[src/rtl/stopwatch_core.sv]
// Stopwatch timebase: prescales clk into 0.1 s ticks and counts m:ss.t, with
// run/pause, clear, lap-hold display and wrap-or-saturate overflow handling.
module stopwatch_core #(
    parameter int unsigned TENTH_CYCLES = 5_000_000,
    parameter int unsigned MIN_W        = 7,
    parameter int unsigned MAX_MIN      = 99,
    parameter bit          WRAP         = 1'b1
) (
    input  logic             clk,
    input  logic             reset,
    input  logic             start_stop,
    input  logic             clear,
    input  logic             lap,
    output logic [3:0]       disp_tenth,
    output logic [5:0]       disp_sec,
    output logic [MIN_W-1:0] disp_min,
    output logic             running,
    output logic             lap_hold,
    output logic             tick,
    output logic             ovf
);

    localparam int unsigned PRESC_W = $clog2(TENTH_CYCLES);

    typedef struct packed {
        logic [MIN_W-1:0] min;
        logic [5:0]       sec;
        logic [3:0]       tenth;
    } time_t;

    typedef enum logic [1:0] {
        S_IDLE    = 2'd0,
        S_RUNNING = 2'd1,
        S_PAUSED  = 2'd2,
        S_HALT    = 2'd3
    } state_e;

    state_e             state_q, state_d;
    logic [PRESC_W-1:0] presc_q, presc_d;
    time_t              cnt_q, cnt_d;
    time_t              hold_q, hold_d;
    time_t              disp_q, disp_d;
    logic               lap_hold_q, lap_hold_d;
    logic               tick_q, tick_d;
    logic               ovf_q, ovf_d;
    logic               running_q, running_d;

    logic presc_term;
    logic at_max;
    logic clear_ok;

    assign presc_term = (state_q == S_RUNNING) &&
                        (presc_q == PRESC_W'(TENTH_CYCLES - 1));
    assign at_max     = (cnt_q.min == MIN_W'(MAX_MIN)) &&
                        (cnt_q.sec == 6'd59) && (cnt_q.tenth == 4'd9);
    assign clear_ok   = clear && (state_q != S_RUNNING);

    // State register
    always_ff @(posedge clk or posedge reset) begin
        if (reset) begin
            state_q <= S_IDLE;
        end else begin
            state_q <= state_d;
        end
    end

    // Next state: saturation wins over a coincident start_stop, so HALT ignores it
    always_comb begin
        state_d = state_q;
        case (state_q)
            S_IDLE: begin
                if (!clear && start_stop) state_d = S_RUNNING;
            end
            S_RUNNING: begin
                if (presc_term && at_max && !WRAP) state_d = S_HALT;
                else if (start_stop)               state_d = S_PAUSED;
            end
            S_PAUSED: begin
                if (clear)           state_d = S_IDLE;
                else if (start_stop) state_d = S_RUNNING;
            end
            S_HALT: begin
                if (clear) state_d = S_IDLE;
            end
            default: state_d = S_IDLE;
        endcase
    end

    // Datapath and output next values
    always_comb begin
        presc_d    = presc_q;
        cnt_d      = cnt_q;
        hold_d     = hold_q;
        lap_hold_d = lap_hold_q;
        tick_d     = 1'b0;
        ovf_d      = ovf_q;

        if (clear_ok) begin
            presc_d    = '0;
            cnt_d      = '0;
            ovf_d      = 1'b0;
            lap_hold_d = 1'b0;
        end else if (state_q == S_RUNNING) begin
            presc_d = presc_term ? '0 : presc_q + PRESC_W'(1);
            if (presc_term) begin
                tick_d = 1'b1;
                if (at_max) begin
                    if (WRAP) cnt_d = '0;
                    else      ovf_d = 1'b1;
                end else if (cnt_q.tenth != 4'd9) begin
                    cnt_d.tenth = cnt_q.tenth + 4'd1;
                end else begin
                    cnt_d.tenth = 4'd0;
                    if (cnt_q.sec != 6'd59) begin
                        cnt_d.sec = cnt_q.sec + 6'd1;
                    end else begin
                        cnt_d.sec = 6'd0;
                        cnt_d.min = cnt_q.min + MIN_W'(1);
                    end
                end
            end
            // Lap sees the post-increment count; pausing always releases the hold
            if (state_d == S_PAUSED) begin
                lap_hold_d = 1'b0;
            end else if (lap && state_d == S_RUNNING) begin
                if (lap_hold_q) begin
                    lap_hold_d = 1'b0;
                end else begin
                    lap_hold_d = 1'b1;
                    hold_d     = cnt_d;
                end
            end
        end

        disp_d    = lap_hold_d ? hold_d : cnt_d;
        running_d = (state_d == S_RUNNING);
    end

    // Datapath registers
    always_ff @(posedge clk or posedge reset) begin
        if (reset) begin
            presc_q    <= '0;
            cnt_q      <= '0;
            hold_q     <= '0;
            disp_q     <= '0;
            lap_hold_q <= 1'b0;
            tick_q     <= 1'b0;
            ovf_q      <= 1'b0;
            running_q  <= 1'b0;
        end else begin
            presc_q    <= presc_d;
            cnt_q      <= cnt_d;
            hold_q     <= hold_d;
            disp_q     <= disp_d;
            lap_hold_q <= lap_hold_d;
            tick_q     <= tick_d;
            ovf_q      <= ovf_d;
            running_q  <= running_d;
        end
    end

    assign disp_tenth = disp_q.tenth;
    assign disp_sec   = disp_q.sec;
    assign disp_min   = disp_q.min;
    assign running    = running_q;
    assign lap_hold   = lap_hold_q;
    assign tick       = tick_q;
    assign ovf        = ovf_q;

endmodule

[config.mk]
export PLATFORM = sky130hd
export DESIGN_NAME = stopwatch_core
export DESIGN_NICKNAME = d
export VERILOG_FILES = /design/src/rtl/stopwatch_core.sv
export SDC_FILE = /design/constraint.sdc
export NUM_CORES = 1
export LEC_CHECK = 0
export BUFFER_PORTS_ARGS = -buffer_cell sky130_fd_sc_hd__buf_2
export CORE_ASPECT_RATIO = 0.8
export CORE_MARGIN = 2
export CORE_UTILIZATION = 38
export CTS_CLUSTER_SIZE = 14
export DETAILED_ROUTE_END_ITERATION = 7
export GPL_ROUTABILITY_DRIVEN = 0
export SLEW_MARGIN = 25
export SYNTH_ARGS = -nofsm -noshare
export SYNTH_HDL_FRONTEND = slang
export SYNTH_SLANG_ARGS = --single-unit
[constraint.sdc]
create_clock -name clk -period 3.7 [get_ports clk]
set_input_delay 0.37 -clock clk [delete_from_list [all_inputs] [get_ports clk]]
set_output_delay 0.37 -clock clk [all_outputs]
set_load 0.005 [all_outputs]
==> results of run 1 <==
-- worst max-delay path, delay by kind of cell, from the launching register on --
family	cells	cell delay [ns]
and+or+nand+nor	3	1.36
AOI/OAI and AO/OA	2	0.61
DFF	1	0.45
-- cell type report --
type | count | area, µm²
Inverter | 17 | 66.31
Multi-Input combinational cell | 336 | 2077
Clock buffer | 9 | 225.2
Tap cell | 144 | 180.2
Fill cell | 1080 | 6045
Timing Repair Buffer | 34 | 195.2
Clock inverter | 7 | 40.04
Sequential cell | 79 | 1977
-- how the worst max path moves through the flow --
stage,slack (ns),endpoint,cells past startpoint
floorplan,1.31,cnt_q[0],1
global placement,1.25,disp_sec[0],5
detailed placement,1.20,disp_sec[0],5
CTS,1.17,disp_sec[0],5
global route,1.04,disp_sec[0],5
finish,1.15,disp_sec[0],5
-- synthesized netlist by cell type, drive strengths merged, types with 3 or more instances --
| cell type | count | area [µm²] |
|---|---|---|
| nand4bb | 3 | 33.78 |
| a21oi | 18 | 90.09 |
| a211oi | 9 | 67.56 |
| nand4 | 11 | 81.32 |
| nand2 | 45 | 168.9 |
| o41ai | 4 | 42.55 |
| nand4b | 3 | 26.28 |
| and4 | 5 | 43.79 |
| nand2b | 3 | 18.77 |
| o22ai | 4 | 25.02 |
| nor4 | 8 | 56.30 |
| mux2i | 10 | 100.1 |
| o31ai | 3 | 22.52 |
| nor2b | 4 | 25.02 |
| nor3 | 13 | 80.08 |
| buf | 4 | 25.02 |
| ha | 5 | 62.56 |
| o21ai | 46 | 230.2 |
| dfrtp | 79 | 1977 |
| and3 | 9 | 56.30 |
| nand3 | 26 | 130.1 |
| a31oi | 5 | 31.28 |
| o2bb2ai | 3 | 26.28 |
| or3 | 12 | 75.07 |
| inv | 17 | 63.81 |
| nor2 | 39 | 146.4 |
| xnor2 | 6 | 52.55 |
| clkbuf | 16 | 60.06 |
-- flip-flops by register name (all words and copies together), names as in the netlist --
register,flops
running,1
cnt_q,17
presc_q,23
disp_min,7
disp_tenth,4
state_q,2
tick,1
disp_sec,6
lap_hold,1
hold_q,17
-- per-stage QoR --
| step | setup WS [ns] | cell area (µm²) | hold WS [ns] | instances | utilization, % |
|---|---|---|---|---|---|
| global route | 1.044 | 4761 | 0.2234 | 626 | 44.06 |
| detailed placement | 1.196 | 4494 | 0.4653 | 610 | 41.59 |
| floorplan | 1.307 | 4203 | 0.4431 | 452 | - |
| CTS | 1.167 | 4760 | 0.2767 | 626 | 44.05 |
| finish | 1.146 | 4761 | 0.1529 | 626 | 44.06 |
| global placement | 1.247 | 4494 | 0.4571 | 610 | 41.59 |
-- power breakdown --
part | total, mW | internal (mW) | leakage (nW) | switching [mW]
logic | 0.270 | 0.0941 | 0.804 | 0.176
registers | 0.982 | 0.937 | 1.08 | 0.0453
clock network | 0.792 | 0.447 | 0.131 | 0.344
-- cells by family (layout without fill, tap and decap cells) --
group / after synthesis / after routing / synth area share, %
buf+inv: 37 / 67 / 3.543
mux: 12 / 12 / 2.918
compound gates: 114 / 114 / 17.36
other cells: 1 / 1 / 0.08923
simple gates: 197 / 197 / 26.11
xor+xnor: 7 / 7 / 1.459
flops: 79 / 79 / 47.04
fa+ha+maj: 5 / 5 / 1.489
-- per-layer routing --
layer  wire length [µm]  GRT usage, %  part of all wire, %
met1               5241         28.69                   50
met3                571         3.738                  5.4
met2               4543         26.84                   43
met4                206         6.101                  2.0
met5                  0             0                    0
==> impl_metrics.tcl, run 1 <==
set metrics [dict create \
    diodes 0 \
    hold_violations 0 \
    core_region_area_um2 10810 \
    cts_tree "built" \
    drv_cap 0 \
    synth_seq_cells 79 \
    ir_worst_vdd_mv 0.2224 \
    cp-startpoint "presc_q[6]" \
    final_common_cell "dfrtp_1" \
    cts-resized-gates 0 \
    synth_nets 462 \
    drt_pre_antenna_iters 5 \
    grt_pass1_wl_mm 17.71 \
    crit_slowest_cell "or2_0" \
    power_density_nw_per_um2 429.3 \
    clkTransAtPathRegs_ns 0.06 \
    start_kind "flip-flop" \
    dieArea_um2 11920 \
    finalSetupTns_ns 0 \
    yosysUniqueCellTypes 63 \
    syn_inst 452 \
    grt_max_degree 58 \
    dpl.hpwl_mm 7.272 \
    ioPinCount 26 \
    critical_path_arrival_ns 2.76 \
    relSlewSlack_pct 44.99 \
    r2r.worst_path.cells 5 \
    power_leakage_nw 2.014 \
    rsz0062_at_grt "no" \
    vias_per_cell 5.770 \
    worst_clock_skew_ns 0.008201 \
    globalRouteOverflowTotal 0 \
    criticalPathCategory "reg2reg" \
    synthFlopType "dfrtp_1" \
    finalPower_mw 2.044 \
    max_stage_delay_ns 0.50 \
    die_y_um 98.07 \
    finalNetCount 487 \
    cp_cell_sequence "nor4b_2, nand4_2, or2_0, a211oi_1, o2bb2ai_1" \
    synth_enable_flop_cells 0 \
    fin_crit_sh_pct 69.03 \
    synth-seq-area-share_pct 47.04 \
    die_w_um 121.6 \
    h-tree-depth 3 \
    synth_area_um2 4203 \
    slew_violations 0 \
    cts_setup_buffers 0 \
    postRouteAntennaNets 0 \
    ys.warnings.count 0 \
    r2r-start "presc_q[6]" \
    avgSynthCellArea_um2 9.298 \
    cts_hold_buf 0 \
    cts_sinks 79 \
    hp-class "in2async" \
    worstSkewPairLatency_ns 0.34 \
    r2r-end "disp_sec[0]" \
    timing.fmax_mhz 391.5 \
    cp_max_fo 15 \
    cts_max_path_buffers 2 \
    numCtsBuffers 9 \
    drive_above_1_share_pct 13.90 \
    status "finished, final reports clean" \
    numPortBuffers 24 \
    grt.total_usage_pct 18.86 \
    start_util_pct 38.90 \
    crit_path_end_kind "flip-flop" \
    routed_wl_mm 10.56 \
    async_flop_share_pct 100.0 \
    layout_common_cells "79 x dfrtp_1, 45 x nand2_1, 42 x o21ai_0, 39 x nor2_1, 26 x nand3_1" \
    wl_per_cell_um 16.87 \
    rrSetupSlack_ns 1.15 \
    grt_pass1_vias 3385 \
    setup_viol 0 \
    period_minus_slack_ns 2.554 \
    antenna_found_initial 0 \
    num_rows 34 \
    drc 0 \
    root_buffer "clkbuf_16" \
    cp.required_ns 3.90 \
    synthToLayoutAreaGrowth_pct 13.28 \
    num_vias 3612 \
    worstMarginPinSlew_ns 0.8188 \
    drtIter0Drc 294 \
]
Note: power is estimated with default switching activity, not from simulation.
==> run 2: changes to the inputs <==
==> constraint.sdc (replaced) <==
create_clock -name clk -period 2.2 [get_ports clk]
set_input_delay 0.22 -clock clk [delete_from_list [all_inputs] [get_ports clk]]
set_output_delay 0.22 -clock clk [all_outputs]
set_load 0.005 [all_outputs]
==> run 2 against run 1 <==
Worst hold slack got worse by 0.17 ns. Non-clock buffer count increased by 43. Sequential power up 68%. Combinational power increased by 93%. The flow now finishes with violations (negative hold slack). Sequential cell count did not move. Clock-buffer cell count increased by 4. Largest cell class unchanged. Utilization is 3.8 points higher. Fmax grew 20%. Wire length rose by 5.2%. Clock power rose by 72%. Sequential share of layout area fell by 3.3 points.
==> impl_metrics.tcl, run 2 (same netlist as run 1, synthesis figures left out) <==
set metrics [dict create \
    grt_pass1_wl_mm 18.51 \
    antenna_found_initial 0 \
    postRouteAntennaNets 0 \
    power_switching_uw 930.8 \
    largest_reg_flops 23 \
    cpMostUsedCell "buf_4" \
    num_vias 3809 \
    whs_ns -0.01570 \
    ir_worst_vdd_mv 0.5073 \
    rrSetupSlack_ns 0.07 \
    drc 0 \
    die_w_um 121.6 \
    relSlewSlack_pct 35.56 \
    worst_clock_skew_ns 0.009249 \
    drtIter0Drc 350 \
    grt_pass1_vias 3570 \
    h-tree-depth 3 \
    finalNetCount 530 \
    hold_violations 28 \
    start_util_pct 38.90 \
    grt_max_degree 80 \
    ioPinCount 26 \
    cts_tree "built" \
    crit_slowest_cell "dfrtp_1" \
    cts_sinks 79 \
    power_density_nw_per_um2 681.7 \
    globalRouteOverflowTotal 0 \
    numPortBuffers 24 \
    swShare_pct 26.39 \
    setup_viol 0 \
    diodes 0 \
    die_y_um 98.07 \
    place_ws_ns 0.04712 \
    placedCellCount 648 \
    cp.required_ns 2.41 \
    synthToLayoutAreaGrowth_pct 23.10 \
    critical_path_arrival_ns 2.33 \
    cp_cell_sequence "nand2b_1, buf_4, nor3_2, buf_4, nand2_1, inv_1, a221oi_2, o2bb2ai_1" \
    layout_common_cells "78 x dfrtp_1, 50 x buf_4, 45 x nand2_1, 42 x o21ai_0, 39 x nor2_1" \
    status "complete, but fails checks" \
    timing.fmax_mhz 470.3 \
    vias_per_cell 5.711 \
    cts_max_path_buffers 2 \
    max_stage_delay_ns 0.42 \
    numCtsBuffers 9 \
    num_rows 34 \
    root_buffer "clkbuf_16" \
    drt_pre_antenna_iters 5 \
    criticalPathCategory "reg2reg" \
    worstSkewPairLatency_ns 0.34 \
    violations "negative hold slack" \
    start_kind "flip-flop" \
    top_regs "presc_q: 23 flops, cnt_q: 17 flops, hold_q: 17 flops" \
    final_common_cell "dfrtp_1" \
    fin_crit_sh_pct 96.66 \
    hp-class "in2async" \
    slew_violations 0 \
    intPower_mw 2.596 \
    dpl.hpwl_mm 7.751 \
    drv_cap 0 \
    clockPowerShare_pct 38.4 \
    crit_path_end_kind "flip-flop" \
    power_leakage_nw 2.258 \
    p_comb_share_pct 14.8 \
    top_register "presc_q" \
    drive_above_1_share_pct 22.56 \
    grt.total_usage_pct 19.81 \
    dieArea_um2 11920 \
    cp_max_fo 10 \
    seq_power_share_pct 46.8 \
    clkTransAtPathRegs_ns 0.06 \
    core_region_area_um2 10810 \
    period_minus_slack_ns 2.126 \
    final_cell_count_no_fill 667 \
    wl_per_cell_um 16.66 \
    routed_wl_mm 11.11 \
    worstMarginPinSlew_ns 0.9630 \
    finalSetupTns_ns 0 \
    finalWorstSetupSlack_ns 0.07352 \
]
run 2: worst max-delay path, delay by kind of cell (launching register included):
kind                   cells  cell delay, ns
buffers and inverters      3            0.58
AOI/OAI and AO/OA          2            0.50
and+or+nand+nor            3            0.48
DFF                        1            0.42
run 2: what timing repair did:
item | in CTS | in global routing
endpoints found under the setup margin | 0 | 38
buffers inserted | 0 | 4
gates resized for setup | 0 | 17
hold buffers | 0 | 0
run 2: stage by stage:
stage	area (µm²)	hold WS [ns]	total power [mW]	utilization (%)
CTS	5060	0.01828	3.533	46.83
finish	5174	-0.01570	3.527	47.88
detailed placement	4795	0.3734	2.167	44.37
global route	5174	0.02597	3.701	47.88
floorplan	4207	0.3263	1.963	-
global placement	4795	0.3764	2.156	44.37
run 2: layout make-up:
cell class	count	area [µm²]
Fill cell	1035	5632
Multi-Input combinational cell	336	2151
Sequential cell	79	1978
Timing Repair Buffer	77	531.8
Clock buffer	13	260.3
Tap cell	144	180.2
Inverter	17	67.56
Clock inverter	1	5.005
run 2: path summary, 6_finish.rpt:
kind,start,end,cells after the start
min in group clk,clear,state_q[1],2
max in group asynchronous,reset,state_q[1],3
max,state_q[0],disp_tenth[3],8
min reg2reg,hold_q[16],hold_q[16],2
min,reset,presc_q[19],3
max reg2reg,state_q[0],disp_tenth[3],8
run 2: power groups by stage:
stage	logic [mW]	clock network (mW)	registers, mW
floorplan	0.304	0	1.66
global placement	0.488	0	1.67
detailed placement	0.497	0	1.67
CTS	0.500	1.38	1.65
global route	0.587	1.45	1.67
finish	0.522	1.36	1.65
run 2: metal layers:
| layer | vias up | GRT usage [%] | share of wire (%) |
|---|---|---|---|
| li1 | 1813 | - | - |
| met1 | 1849 | 29.81 | 49 |
| met2 | 138 | 28.74 | 44 |
| met3 | 9 | 4.731 | 6.5 |
| met4 | 0 | 4.775 | 0.87 |
| met5 | - | 0 | 0 |
